`src/rtl/mgmt_hub_pkg.sv`:
```
// Shared definitions for the management-bus hub: FSM states, error codes,
// error read data and the slave index map.
package mgmt_hub_pkg;

    // Hub sequencing states
    typedef enum logic [1:0] {
        ST_IDLE = 2'd0,
        ST_REQ  = 2'd1,
        ST_RESP = 2'd2,
        ST_ERR  = 2'd3
    } hub_state_t;

    // Values reported on err_code
    localparam logic [1:0] ERR_NONE     = 2'd0;
    localparam logic [1:0] ERR_UNMAPPED = 2'd1;
    localparam logic [1:0] ERR_TIMEOUT  = 2'd2;
    localparam logic [1:0] ERR_PROTOCOL = 2'd3;

    // Read data handed back to the master on an error completion
    localparam logic [31:0] ERR_DATA_DEFAULT = 32'hDEAD_BEEF;

    // Slave index map (value of the address select field)
    localparam int SLV_SYSREG   = 0;
    localparam int SLV_MC       = 1;
    localparam int SLV_PIC      = 2;
    localparam int SLV_NET      = 3;
    localparam int SLV_DBG      = 4;
    localparam int NSLV_DEFAULT = 5;

    // When several error sources fire in one cycle, the access-level causes
    // (unmapped, then timeout) take precedence over a stray slave pulse.
    function automatic logic [1:0] err_pick(input logic unmapped,
                                            input logic timeout,
                                            input logic protocol);
        if (unmapped) return ERR_UNMAPPED;
        if (timeout)  return ERR_TIMEOUT;
        if (protocol) return ERR_PROTOCOL;
        return ERR_NONE;
    endfunction

endpackage

```
`src/rtl/mgmt_hub_tmo.sv`:
```
// Timeout counter for the hub: cleared while no slave response is awaited,
// counts every cycle it is enabled, and flags expiry on the cycle whose
// closing edge would bring the count to all-ones, so a slave gets exactly
// 2^TMO_W-1 cycles to answer.
module mgmt_hub_tmo
    import mgmt_hub_pkg::*;
#(
    parameter int TMO_W = 8
) (
    input  logic clk,
    input  logic rst,
    input  logic clr,
    input  logic en,
    output logic expire
);

    localparam logic [TMO_W-1:0] ALL_ONES = '1;
    localparam logic [TMO_W-1:0] FIRE_AT  = ALL_ONES - TMO_W'(1);

    logic [TMO_W-1:0] cnt_reg;

    // Clear has priority over counting; the count saturates rather than wrap
    always_ff @(posedge clk) begin
        if (rst) begin
            cnt_reg <= '0;
        end else if (clr) begin
            cnt_reg <= '0;
        end else if (en && (cnt_reg != ALL_ONES)) begin
            cnt_reg <= cnt_reg + TMO_W'(1);
        end
    end

    assign expire = en && (cnt_reg == FIRE_AT);

endmodule

```
`src/rtl/mgmt_hub.sv`:
```
// mgmt_hub: sequences single outstanding accesses from the core's mgmt bus
// to one of NSLV point-to-point slaves, registers the slave's ack/read data
// back to the master, and turns unmapped addresses, hung slaves and stray
// slave pulses into a defined error completion plus sticky error status.
module mgmt_hub
    import mgmt_hub_pkg::*;
#(
    parameter int          NSLV     = NSLV_DEFAULT,
    parameter int          SEL_LSB  = 12,
    parameter int          SEL_W    = 4,
    parameter int          TMO_W    = 8,
    parameter logic [31:0] ERR_DATA = ERR_DATA_DEFAULT
) (
    input  logic                clk,
    input  logic                rst,
    input  logic                m_req,
    input  logic [31:0]         m_adr,
    input  logic                m_rwn,
    input  logic [1:0]          m_wen,
    input  logic [31:0]         m_txd,
    output logic                m_ack,
    output logic                m_rxe,
    output logic [31:0]         m_rxd,
    output logic [NSLV-1:0]     s_req,
    output logic [31:0]         s_adr,
    output logic                s_rwn,
    output logic [1:0]          s_wen,
    output logic [31:0]         s_txd,
    input  logic [NSLV-1:0]     s_ack,
    input  logic [NSLV-1:0]     s_rxe,
    input  logic [32*NSLV-1:0]  s_rxd,
    input  logic                err_clr,
    output logic                err_flag,
    output logic [1:0]          err_code,
    output logic [31:0]         err_adr
);

    hub_state_t       state_reg;
    logic [SEL_W-1:0] sel_reg;          // slave index of the access in flight
    logic             err_ack_pend_reg; // ERR still owes the master its m_ack

    logic [SEL_W-1:0] m_sel;
    logic [NSLV-1:0]  m_sel_onehot;
    logic [NSLV-1:0]  sel_onehot;
    logic [31:0]      rxd_lane [NSLV];
    logic [31:0]      sel_rxd;

    logic             mapped;
    logic             accept;
    logic             in_req;
    logic             in_resp;
    logic             ack_hit;
    logic             rxe_hit;
    logic [NSLV-1:0]  ack_ok;
    logic [NSLV-1:0]  rxe_ok;
    logic             proto_err;
    logic             timeout_err;
    logic             unmapped_err;
    logic             new_err;
    logic [1:0]       new_code;
    logic [31:0]      new_adr;

    logic             tmo_clr;
    logic             tmo_en;
    logic             tmo_expire;

    assign m_sel = m_adr[SEL_LSB +: SEL_W];

    // Per-slave decode of the incoming and the latched select field, plus
    // the read-data lanes split out of the flat bus
    generate
        for (genvar gi = 0; gi < NSLV; gi++) begin : g_lane
            assign m_sel_onehot[gi] = (m_sel == SEL_W'(gi));
            assign sel_onehot[gi]   = (sel_reg == SEL_W'(gi));
            assign rxd_lane[gi]     = s_rxd[32*gi +: 32];
        end
    endgenerate

    // An address is mapped exactly when its select field names a real slave
    assign mapped = |m_sel_onehot;

    // Read-data mux onto the selected slave's lane
    always_comb begin
        sel_rxd = '0;
        for (int i = 0; i < NSLV; i++) begin
            sel_rxd = sel_rxd | (rxd_lane[i] & {32{sel_onehot[i]}});
        end
    end

    // Accept only while m_ack is low so the still-held request of the access
    // just completed is not taken a second time.
    assign accept  = (state_reg == ST_IDLE) && m_req && !m_ack;
    assign in_req  = (state_reg == ST_REQ);
    assign in_resp = (state_reg == ST_RESP);

    assign ack_hit = in_req  && |(s_ack & sel_onehot);
    assign rxe_hit = in_resp && |(s_rxe & sel_onehot);

    // The only pulse expected is from the selected slave in the matching
    // phase; anything else (other slaves, wrong phase, after an abort) is
    // a protocol error and otherwise ignored.
    assign ack_ok    = in_req  ? sel_onehot : '0;
    assign rxe_ok    = in_resp ? sel_onehot : '0;
    assign proto_err = (|(s_ack & ~ack_ok)) || (|(s_rxe & ~rxe_ok));

    // A response arriving on the expiry cycle still wins over the timeout
    assign timeout_err  = tmo_expire && ((in_req && !ack_hit) || (in_resp && !rxe_hit));
    assign unmapped_err = accept && !mapped;

    assign new_err  = unmapped_err || timeout_err || proto_err;
    assign new_code = err_pick(unmapped_err, timeout_err, proto_err);
    assign new_adr  = unmapped_err ? m_adr : s_adr;

    // The counter restarts on every entry to REQ or RESP: it sits cleared
    // outside those states and is cleared again on the REQ->RESP hand-over.
    assign tmo_en  = in_req || in_resp;
    assign tmo_clr = !tmo_en || ack_hit;

    mgmt_hub_tmo #(
        .TMO_W (TMO_W)
    ) u_tmo (
        .clk    (clk),
        .rst    (rst),
        .clr    (tmo_clr),
        .en     (tmo_en),
        .expire (tmo_expire)
    );

    // Transaction sequencer with registered master/slave side outputs
    always_ff @(posedge clk) begin
        if (rst) begin
            state_reg        <= ST_IDLE;
            sel_reg          <= '0;
            err_ack_pend_reg <= 1'b0;
            m_ack            <= 1'b0;
            m_rxe            <= 1'b0;
            m_rxd            <= '0;
            s_req            <= '0;
            s_adr            <= '0;
            s_rwn            <= 1'b0;
            s_wen            <= '0;
            s_txd            <= '0;
        end else begin
            m_ack <= 1'b0;
            m_rxe <= 1'b0;
            case (state_reg)
                ST_IDLE: begin
                    if (accept) begin
                        s_adr   <= m_adr;
                        s_rwn   <= m_rwn;
                        s_wen   <= m_wen;
                        s_txd   <= m_txd;
                        sel_reg <= m_sel;
                        if (mapped) begin
                            s_req     <= m_sel_onehot;
                            state_reg <= ST_REQ;
                        end else begin
                            err_ack_pend_reg <= 1'b1;
                            state_reg        <= ST_ERR;
                        end
                    end
                end
                ST_REQ: begin
                    if (ack_hit) begin
                        s_req     <= '0;
                        m_ack     <= 1'b1;
                        state_reg <= s_rwn ? ST_RESP : ST_IDLE;
                    end else if (tmo_expire) begin
                        s_req            <= '0;
                        err_ack_pend_reg <= 1'b1;
                        state_reg        <= ST_ERR;
                    end
                end
                ST_RESP: begin
                    if (rxe_hit) begin
                        m_rxe     <= 1'b1;
                        m_rxd     <= sel_rxd;
                        state_reg <= ST_IDLE;
                    end else if (tmo_expire) begin
                        // m_ack was already given; only the data phase is owed
                        err_ack_pend_reg <= 1'b0;
                        state_reg        <= ST_ERR;
                    end
                end
                ST_ERR: begin
                    if (err_ack_pend_reg) begin
                        m_ack            <= 1'b1;
                        err_ack_pend_reg <= 1'b0;
                        if (!s_rwn) begin
                            state_reg <= ST_IDLE;
                        end
                    end else begin
                        m_rxe     <= 1'b1;
                        m_rxd     <= ERR_DATA;
                        state_reg <= ST_IDLE;
                    end
                end
                default: state_reg <= ST_IDLE;
            endcase
        end
    end

    // Sticky error log: keeps the first error; a clear coinciding with a new
    // error records the new one instead of clearing.
    always_ff @(posedge clk) begin
        if (rst) begin
            err_flag <= 1'b0;
            err_code <= ERR_NONE;
            err_adr  <= '0;
        end else if (new_err && (!err_flag || err_clr)) begin
            err_flag <= 1'b1;
            err_code <= new_code;
            err_adr  <= new_adr;
        end else if (err_clr) begin
            err_flag <= 1'b0;
            err_code <= ERR_NONE;
        end
    end

endmodule
```
`config.mk`:
```
export PLATFORM = sky130hd
export DESIGN_NAME = mgmt_hub
export DESIGN_NICKNAME = d
export VERILOG_FILES = /design/src/rtl/mgmt_hub_pkg.sv /design/src/rtl/mgmt_hub_tmo.sv /design/src/rtl/mgmt_hub.sv
export SDC_FILE = /design/constraint.sdc
export NUM_CORES = 1
export LEC_CHECK = 0
export CORE_ASPECT_RATIO = 1.5
export CORE_MARGIN = 2
export CORE_UTILIZATION = 30
export DETAILED_ROUTE_END_ITERATION = 10
export GPL_TIMING_DRIVEN = 1
export RECOVER_POWER = 25
export SYNTH_ARGS = -nofsm -noshare
export SYNTH_HDL_FRONTEND = slang
export SYNTH_SLANG_ARGS = --single-unit
```
`constraint.sdc`:
```
create_clock -name clk -period 7 [get_ports clk]
set_clock_uncertainty 0.15 [all_clocks]
set_input_delay 0.7 -clock clk [delete_from_list [all_inputs] [get_ports clk]]
set_output_delay 0.7 -clock clk [all_outputs]
set_load 0.01 [all_outputs]
```
==> impl_metrics.yaml, run 1 <==
power:
  p_leak_uw: 0.00469
  ir_drop_mv: 0.162
  power.density_nw_per_um2: 310
yosys:
  netlist_area_um2: 7790
  syn_inst: 971
  netlist_top_cells_area: "dfxtp_1 (39%), nand2_1 (11%), mux2i_1 (7.8%), a21oi_1 (7.0%), nor2_1 (3.7%)"
  seq_area_frac_synth: 0.391
  synth-xor-area-share: 0.00562
  yosys.area_share.adder: 0.00964
  ys_async_sr_fraction: 0
  synth.largest_area_cell: "dfxtp_1"
  synth-edff-count: 0
  yosysWarnings: 0
  avgSynthCellArea_um2: 8.02
  synthDistinctLibCells: 59
  syn-num-nets: 1218
  synth_seq_cells: 152
  yosysMostFrequentCell: "nand2_1"
  ys.flop_type: "dfxtp_1"
  synth-simple-area-share: 0.184
  synth_compound_area_frac: 0.251
  synthTopCellsByCount: "nand2_1 (222), dfxtp_1 (152), a21oi_1 (109)"
  synthMuxAreaShare: 0.0914
  synth_top_area_share: 0.391
  synth_top_family_by_area: "compound AO/OA/AOI/OAI gates"
sta:
  min_period_over_period: 0.583
  rsz0062_at_grt: "no"
  hold_viol_final: 0
  tightest_slew_ns: 1.10
  finalSetupViolations: 0
  slew_viol_final: 0
  slew_headroom: 0.263
  tns_ns: 0
  fmax_mhz: 245
  post-route-min-period_ns: 4.08
placed_design:
  portBuffers: 381
  place_inst: 1613
  dp_hpwl_um: 21200
  finalWeightedCongestion: 0.807
layout:
  fin_nets: 1546
  n_fill_cell: 2534
  syn_to_final_growth_pct: 59.5
  fin_cells: 1646
  drive_gt1_frac: 0.0762
critical_path:
  crit_slowest_cell: "nor2_2"
  path_cells: "nor2_2 -> a41oi_1 -> a2111oi_2 -> o211a_1 -> a21o_4 -> a221oi_1"
  path_max_fanout: 32
  startpoint_type: "register"
  required_ns: 7.10
  cp.arrival_ns: 4.19
  rrSetupSlack_ns: 2.92
  cp-end-kind: "register"
  crit_type: "reg2reg"
  critPathMaxStageDelay_ns: 0.89
outcome:
  status: "complete, no violations"
die:
  die_x_um: 136
  die-height_um: 201
  rows: 72
  ioPinCount: 382
  start_util: 0.303
  die_area_um2: 27300
  core_um2: 25700
detailed_routing:
  num_vias: 8239
  ant_nets: 0
  wl_per_cell_um: 17.3
  drcViolationCount: 0
  wirelength_um: 28500
  vias_per_cell: 5.01
  drtIter0Drc: 315
  first_pass_iters: 5
clocking:
  cts_resized: 0
  cts.sinks: 152
  clk_path_buf_depth: 2
  hold_buffers: 0
  cts_setup_buffers: 0
  htree_levels: 4
  cts_tree: "yes"
  clk_latency_ns: 0.42
  root_buffer: "clkbuf_16"
  numCtsBuffers: 17
  path_clk_slew_ns: 0.06
grt:
  first_global_vias: 8130
  antenna_found_initial: 1
  grt_pass1_wl_um: 44000
  grt_start_max_net_pins: 98
  grt_overflow: 0
  grt_use_total: 0.206
flow_run:
  drv_cap: 0
worst_hold_path:
  hp-class: "reg2reg"
## stage by stage
stage / total power, µW / cell area [µm²] / hold WS [ns] / setup slack, ns / util
after floorplan: 2120 / 7790 / 0.298 / 4.44 / -
after global placement: 2840 / 11700 / 0.290 / 3.00 / 0.457
after detailed placement: 2860 / 11700 / 0.297 / 2.91 / 0.457
after CTS: 3940 / 12400 / 0.305 / 2.86 / 0.484
after global routing: 4100 / 12400 / 0.317 / 2.59 / 0.484
final: 3850 / 12400 / 0.299 / 2.92 / 0.484
## worst max-delay path: cells and delay by family, from the launching register on
kind               cells  cell delay, ns
and+or+nand+nor        1            0.89
AOI/OAI and AO/OA      5            2.42
DFF                    1            0.44
## power by group
part           internal (µW)  switching, µW
Sequential              1060            135
Combinational            749            846
Clock                    687            376
Total                   2490           1360
## cell usage in the layout, fill, tap and decap left out, types with 3 or more instances in the layout
master / synthesis / routed
a22oi_1: 18 / 18
nand3_1: 4 / 4
a21oi_1: 109 / 109
xor2_1: 3 / 3
a31oi_1: 4 / 4
clkinvlp_4: 0 / 3
mux2_2: 9 / 9
clkdlybuf4s50_1: 0 / 307
dfxtp_1: 152 / 151
dlygate4sd3_1: 0 / 73
and2_1: 3 / 3
nand2b_1: 3 / 3
a221oi_1: 26 / 26
mux2i_1: 61 / 61
ha_1: 6 / 6
nand2_1: 222 / 222
clkbuf_16: 0 / 17
a311oi_1: 24 / 24
o21ai_0: 36 / 36
nor2_1: 77 / 77
a211oi_2: 22 / 22
or2_2: 3 / 3
bufinv_16: 0 / 6
a221oi_2: 8 / 8
inv_1: 40 / 40
nor3_1: 7 / 7
or3_1: 5 / 5
a211oi_1: 4 / 4
buf_4: 6 / 11
## routing by layer
layer,global-route usage,up-vias,part of all wire
li1,-,4050,-
met1,0.215,3844,0.37
met2,0.379,299,0.53
met3,0.0489,46,0.059
met4,0.0997,0,0.040
met5,0,-,0
## worst paths after layout
| path | end | from | cells past startpoint |
|---|---|---|---|
| hold reg to reg | s_txd[5] | s_txd[5] | 2 |
| hold / removal | s_txd[5] | s_txd[5] | 2 |
| setup / recovery | err_adr[15] | s_adr[15] | 6 |
| setup reg to reg | err_adr[15] | s_adr[15] | 6 |
## kinds of logic after synthesis
logic type / after synthesis
simple gates: 341
compound gates: 274
flops: 152
buf+inv: 123
mux: 70
fa+ha+maj: 6
xor+xnor: 5
## layout make-up
class	instances	area (µm²)	area share
diodes	1	2.50	0.000201
well taps	333	417	0.0335
flip-flops and latches	152	3040	0.245
inverters	40	150	0.0121
multi-input cells	696	4230	0.341
repair buffers	392	3900	0.314
clock inverters	12	221	0.0178
clock buffers	20	457	0.0368
Power figures use the tool's default switching activity.
==> run 2, diff against run 1 <==
- clock period: 7 -> 3.4 ns (I/O delays scaled with it)
==> run 2 against run 1 <==
- via count decreased by 0.40%
- worst hold slack improved by 0.0010 ns
- first-iteration DRC count increased by 2.5%
- sequential power increased by 100%
- total power increased by 100%
- worst setup slack got worse by 2.5 ns
- core utilization increased by 0.24 points
- clock-buffer cell count unchanged
- cell count increased by 0.79%
==> impl_metrics.yaml, run 2 (synthesis gave the netlist of run 1 again) <==
outcome:
  status: "complete, no violations"
clocking:
  hold_buffers: 0
  root_buffer: "clkbuf_16"
  cts_resized: 0
  cts_setup_buffers: 0
  path_clk_slew_ns: 0.06
  clk_path_buf_depth: 2
  clk_latency_ns: 0.42
  cts.sinks: 152
  htree_levels: 4
  numCtsBuffers: 17
  cts_tree: "yes"
critical_path:
  required_ns: 3.58
  cp-end-kind: "register"
  critPathMaxStageDelay_ns: 0.81
  path_max_fanout: 60
  crit_slowest_cell: "and3b_1"
  critPathTopFamily: "compound AO/OA/AOI/OAI gates"
  crit_type: "reg2reg"
  path_buf_inv: 2
  path_cells: "inv_1 -> ha_1 -> and3b_1 -> o21ai_4 -> buf_12 -> a21o_4 -> a221oi_1"
  cp.arrival_ns: 3.16
  startpoint_type: "register"
power:
  power_uw: 7870
  ir_drop_mv: 0.426
  power.density_nw_per_um2: 631
  p_leak_uw: 0.00472
  pwr-share-seq: 0.309
  p_int_uw: 5060
  p_sw_uw: 2810
  swShare: 0.357
  pwr-share-comb: 0.423
  clkPwrFrac: 0.268
layout:
  n_fill_cell: 2578
  seqCellArea_um2: 3040
  syn_to_final_growth_pct: 60.3
  fin_nets: 1556
  drive_gt1_frac: 0.0817
  multiInputGateArea_um2: 4230
  layout_common_cells: "clkdlybuf4s50_1 (312), nand2_1 (222), dfxtp_1 (151), a21oi_1 (109), nor2_1 (77)"
  final_common_cell: "clkdlybuf4s50_1"
  fin_cells: 1659
worst_hold_path:
  hp-class: "reg2reg"
placed_design:
  portBuffers: 381
  dpl_worst_slack_ns: 0.522
  finalWeightedCongestion: 0.813
  dp_hpwl_um: 21400
  place_inst: 1623
detailed_routing:
  drtIter0Drc: 323
  num_vias: 8206
  wl_per_cell_um: 17.2
  wirelength_um: 28500
  ant_nets: 0
  vias_per_cell: 4.95
  first_pass_iters: 5
  drcViolationCount: 0
sta:
  holdWs_ns: 0.300
  post-route-min-period_ns: 2.98
  min_period_over_period: 0.877
  tns_ns: 0
  worst_slack_ns: 0.417
  tightest_slew_ns: 0.926
  rsz0062_at_grt: "no"
  finalSetupViolations: 0
  fmax_mhz: 335
  slew_headroom: 0.382
  slew_viol_final: 0
  hold_viol_final: 0
grt:
  grt_pass1_wl_um: 44200
  grt_start_max_net_pins: 98
  grt_use_total: 0.207
  first_global_vias: 8200
  antenna_found_initial: 3
  grt_overflow: 0
flow_run:
  drv_cap: 0
die:
  rows: 72
  die-height_um: 201
  start_util: 0.303
  core_um2: 25700
  die_x_um: 136
  die_area_um2: 27300
  ioPinCount: 382
## run 2: cell count changes in the layout (fill, tap and decap cells not counted)
cell             previous run  this run
diode_2                     1         4
and3b_1                     0         1
clkbuf_8                    2         1
buf_4                      11        20
clkbuf_1                    1         2
dlygate4sd3_1              73        68
clkinvlp_4                  3         4
and3b_2                     1         0
buf_12                      0         1
clkdlybuf4s50_1           307       312
bufinv_16                   6         5
## run 2: area by class of cell
class                      count  area share
antenna                        4    0.000802
clock buffer                  20      0.0358
clock inverter                12      0.0159
inverter                      40      0.0120
multi-input combinational    696       0.339
sequential                   152       0.244
tap                          333      0.0334
timing repair buffer         402       0.319
## run 2: final timing paths
check	cells after the start	start	slack [ns]	endpoint
max reg2reg	7	state_reg[1]	0.42	err_adr[16]
min reg2reg	2	s_txd[30]	0.30	s_txd[30]
max	7	state_reg[1]	0.42	err_adr[16]
min	2	s_txd[30]	0.30	s_txd[30]
## run 2: worst min-delay path, cell delays in order, from the launching register on
cell	delay [ns]
dfxtp_1	0.30
nand2_1	0.05
a21oi_1	0.05
## run 2: power groups by stage
stage / combinational (µW) / clock, µW / sequential (µW)
6_report: 3330 / 2110 / 2430
5_1_grt: 3670 / 2230 / 2490
4_1_cts: 3430 / 2170 / 2450
3_5_place_dp: 3420 / 0 / 2480
3_3_place_gp: 3410 / 0 / 2470
2_1_floorplan: 1770 / 0 / 2590
## run 2: layer usage
| metal | up-vias | routed length [µm] | track usage |
|---|---|---|---|
| li1 | 4077 | - | - |
| met1 | 3796 | 10600 | 0.214 |
| met2 | 297 | 15400 | 0.388 |
| met3 | 36 | 1700 | 0.0537 |
| met4 | 0 | 813 | 0.0852 |
| met5 | - | 0 | 0 |
## run 2: per-stage QoR
| step | util | instance area, µm² |
|---|---|---|
| 6_report | 0.486 | 12500 |
| 5_1_grt | 0.486 | 12500 |
| 4_1_cts | 0.486 | 12500 |
| 3_5_place_dp | 0.461 | 11800 |
| 3_3_place_gp | 0.461 | 11800 |
| 2_1_floorplan | - | 7790 |
==> run 3, diff against run 2 <==
- GPL_TIMING_DRIVEN: 1 -> 0
- PLACE_DENSITY_LB_ADDON: unset -> 0.1
==> run 3 against run 2 <==
- final area rose by 1.4%
- worst hold slack got worse by 0.00061 ns
- flip-flop and latch count did not move
- clock power barely moved
- sequential power barely moved
- largest power group unchanged
- register-to-register slack got worse by 0.10 ns
- sequential share of layout area fell by 0.36 points
- non-clock buffer count rose by 61
- highest routed layer unchanged
- clock-buffer cell count rose by 3
- worst setup slack got worse by 0.10 ns
==> impl_metrics.yaml, run 3 (synthesis gave the netlist of run 1 again) <==
placed_design:
  portBuffers: 380
  finalWeightedCongestion: 0.877
  dp_hpwl_um: 25500
  place_inst: 1684
clocking:
  root_buffer: "clkbuf_16"
  cts.sinks: 152
  numCtsBuffers: 17
  cts_tree: "yes"
  clk_latency_ns: 0.42
  clk_path_buf_depth: 2
  hold_buffers: 0
  htree_levels: 4
  cts_setup_buffers: 0
  path_clk_slew_ns: 0.06
  cts_resized: 0
layout:
  syn_to_final_growth_pct: 62.6
  fin_nets: 1617
  fin_cells: 1715
  layout_common_cells: "clkdlybuf4s50_1 (307), nand2_1 (222), dfxtp_1 (152), a21oi_1 (109), nor2_1 (77)"
  diodes: 0
  drive_gt1_frac: 0.0731
  final_common_cell: "clkdlybuf4s50_1"
sta:
  tightest_slew_ns: 0.784
  tns_ns: 0
  fmax_mhz: 324
  slew_headroom: 0.477
  slew_viol_final: 0
  rsz0062_at_grt: "no"
  min_period_over_period: 0.908
  post-route-min-period_ns: 3.09
  hold_viol_final: 0
  finalSetupViolations: 0
critical_path:
  cp.arrival_ns: 3.28
  crit_type: "reg2reg"
  cp-end-kind: "register"
  startpoint_type: "register"
  required_ns: 3.59
  rr_worst_depth: 10
  path_max_fanout: 10
die:
  ioPinCount: 382
  core_um2: 25700
  rows: 72
  die_area_um2: 27300
  die-height_um: 201
  start_util: 0.303
  die_x_um: 136
power:
  p_int_uw: 5170
  power.density_nw_per_um2: 637
  pwr-share-seq: 0.299
  pwr-share-comb: 0.436
  clkPwrFrac: 0.265
  ir_drop_mv: 0.368
  p_sw_uw: 2900
  p_leak_uw: 0.00480
  swShare: 0.359
detailed_routing:
  top_layer: "met4"
  wl_met1_um: 11400
  num_vias: 8408
  drcViolationCount: 0
  dr_wl_met3_um: 1920
  ant_nets: 0
  wl_per_cell_um: 18.4
  wirelength_um: 31500
  vias_per_cell: 4.90
  first_pass_iters: 4
  wl_met2_um: 17100
  drtIter0Drc: 344
grt:
  grt_overflow: 0
  antenna_found_initial: 0
  first_global_vias: 8649
  grt_use_total: 0.231
  grt_start_max_net_pins: 17
  grt_pass1_wl_um: 48300
worst_hold_path:
  hp-class: "reg2reg"
  hold_depth: 2
flow_run:
  drv_cap: 0
outcome:
  status: "complete, no violations"
run 3: power by group through the flow:
stage,combinational (µW),sequential [µW],clock [µW]
3_3_place_gp,3590,2450,0
5_1_grt,3860,2470,2270
4_1_cts,3610,2430,2190
6_report,3510,2410,2140
2_1_floorplan,1770,2590,0
3_5_place_dp,3600,2460,0
run 3: per-layer routing:
layer	GRT usage	vias up
met4	0.0911	0
met2	0.437	295
li1	-	4191
met1	0.238	3872
met5	0	-
met3	0.0574	50
run 3: layout make-up:
type                    count  area, µm²
repair buffers            380       3800
plain buffers              83        378
well taps                 333        417
clock buffers              23        458
inverters                  40        150
fillers                  2544      13000
clock inverters             8        194
flip-flops and latches    152       3040
multi-input cells         696       4220
run 3: worst paths after layout:
path                                    from  slack [ns]          end
worst max-delay path            state_reg[1]        0.31  err_adr[10]
worst min-delay path                s_txd[7]        0.30     s_txd[7]
worst max register to register  state_reg[1]        0.31  err_adr[10]
worst min register to register      s_txd[7]        0.30     s_txd[7]
run 3: worst max-delay path, cell delays in order, from the launching register on:
cell and delay, ns:
dfxtp_1 0.40, inv_1 0.10, ha_1 0.18, buf_2 0.16
and3b_1 0.18, clkbuf_1 0.22, o21ai_1 0.40, clkbuf_2 0.43
clkbuf_1 0.42, a21oi_1 0.15, a211oi_2 0.21
run 3: metrics by stage:
stage | hold WS, ns | cell area [µm²] | power [µW] | setup WS (ns) | util
5_1_grt | 0.305 | 12700 | 8590 | 0.0269 | 0.493
4_1_cts | 0.291 | 12700 | 8240 | 0.0664 | 0.493
3_3_place_gp | 0.291 | 12000 | 6030 | 0.0924 | 0.468
2_1_floorplan | 0.298 | 7790 | 4350 | 0.843 | -
3_5_place_dp | 0.296 | 12000 | 6060 | 0.0745 | 0.468
6_report | 0.299 | 12700 | 8070 | 0.313 | 0.493
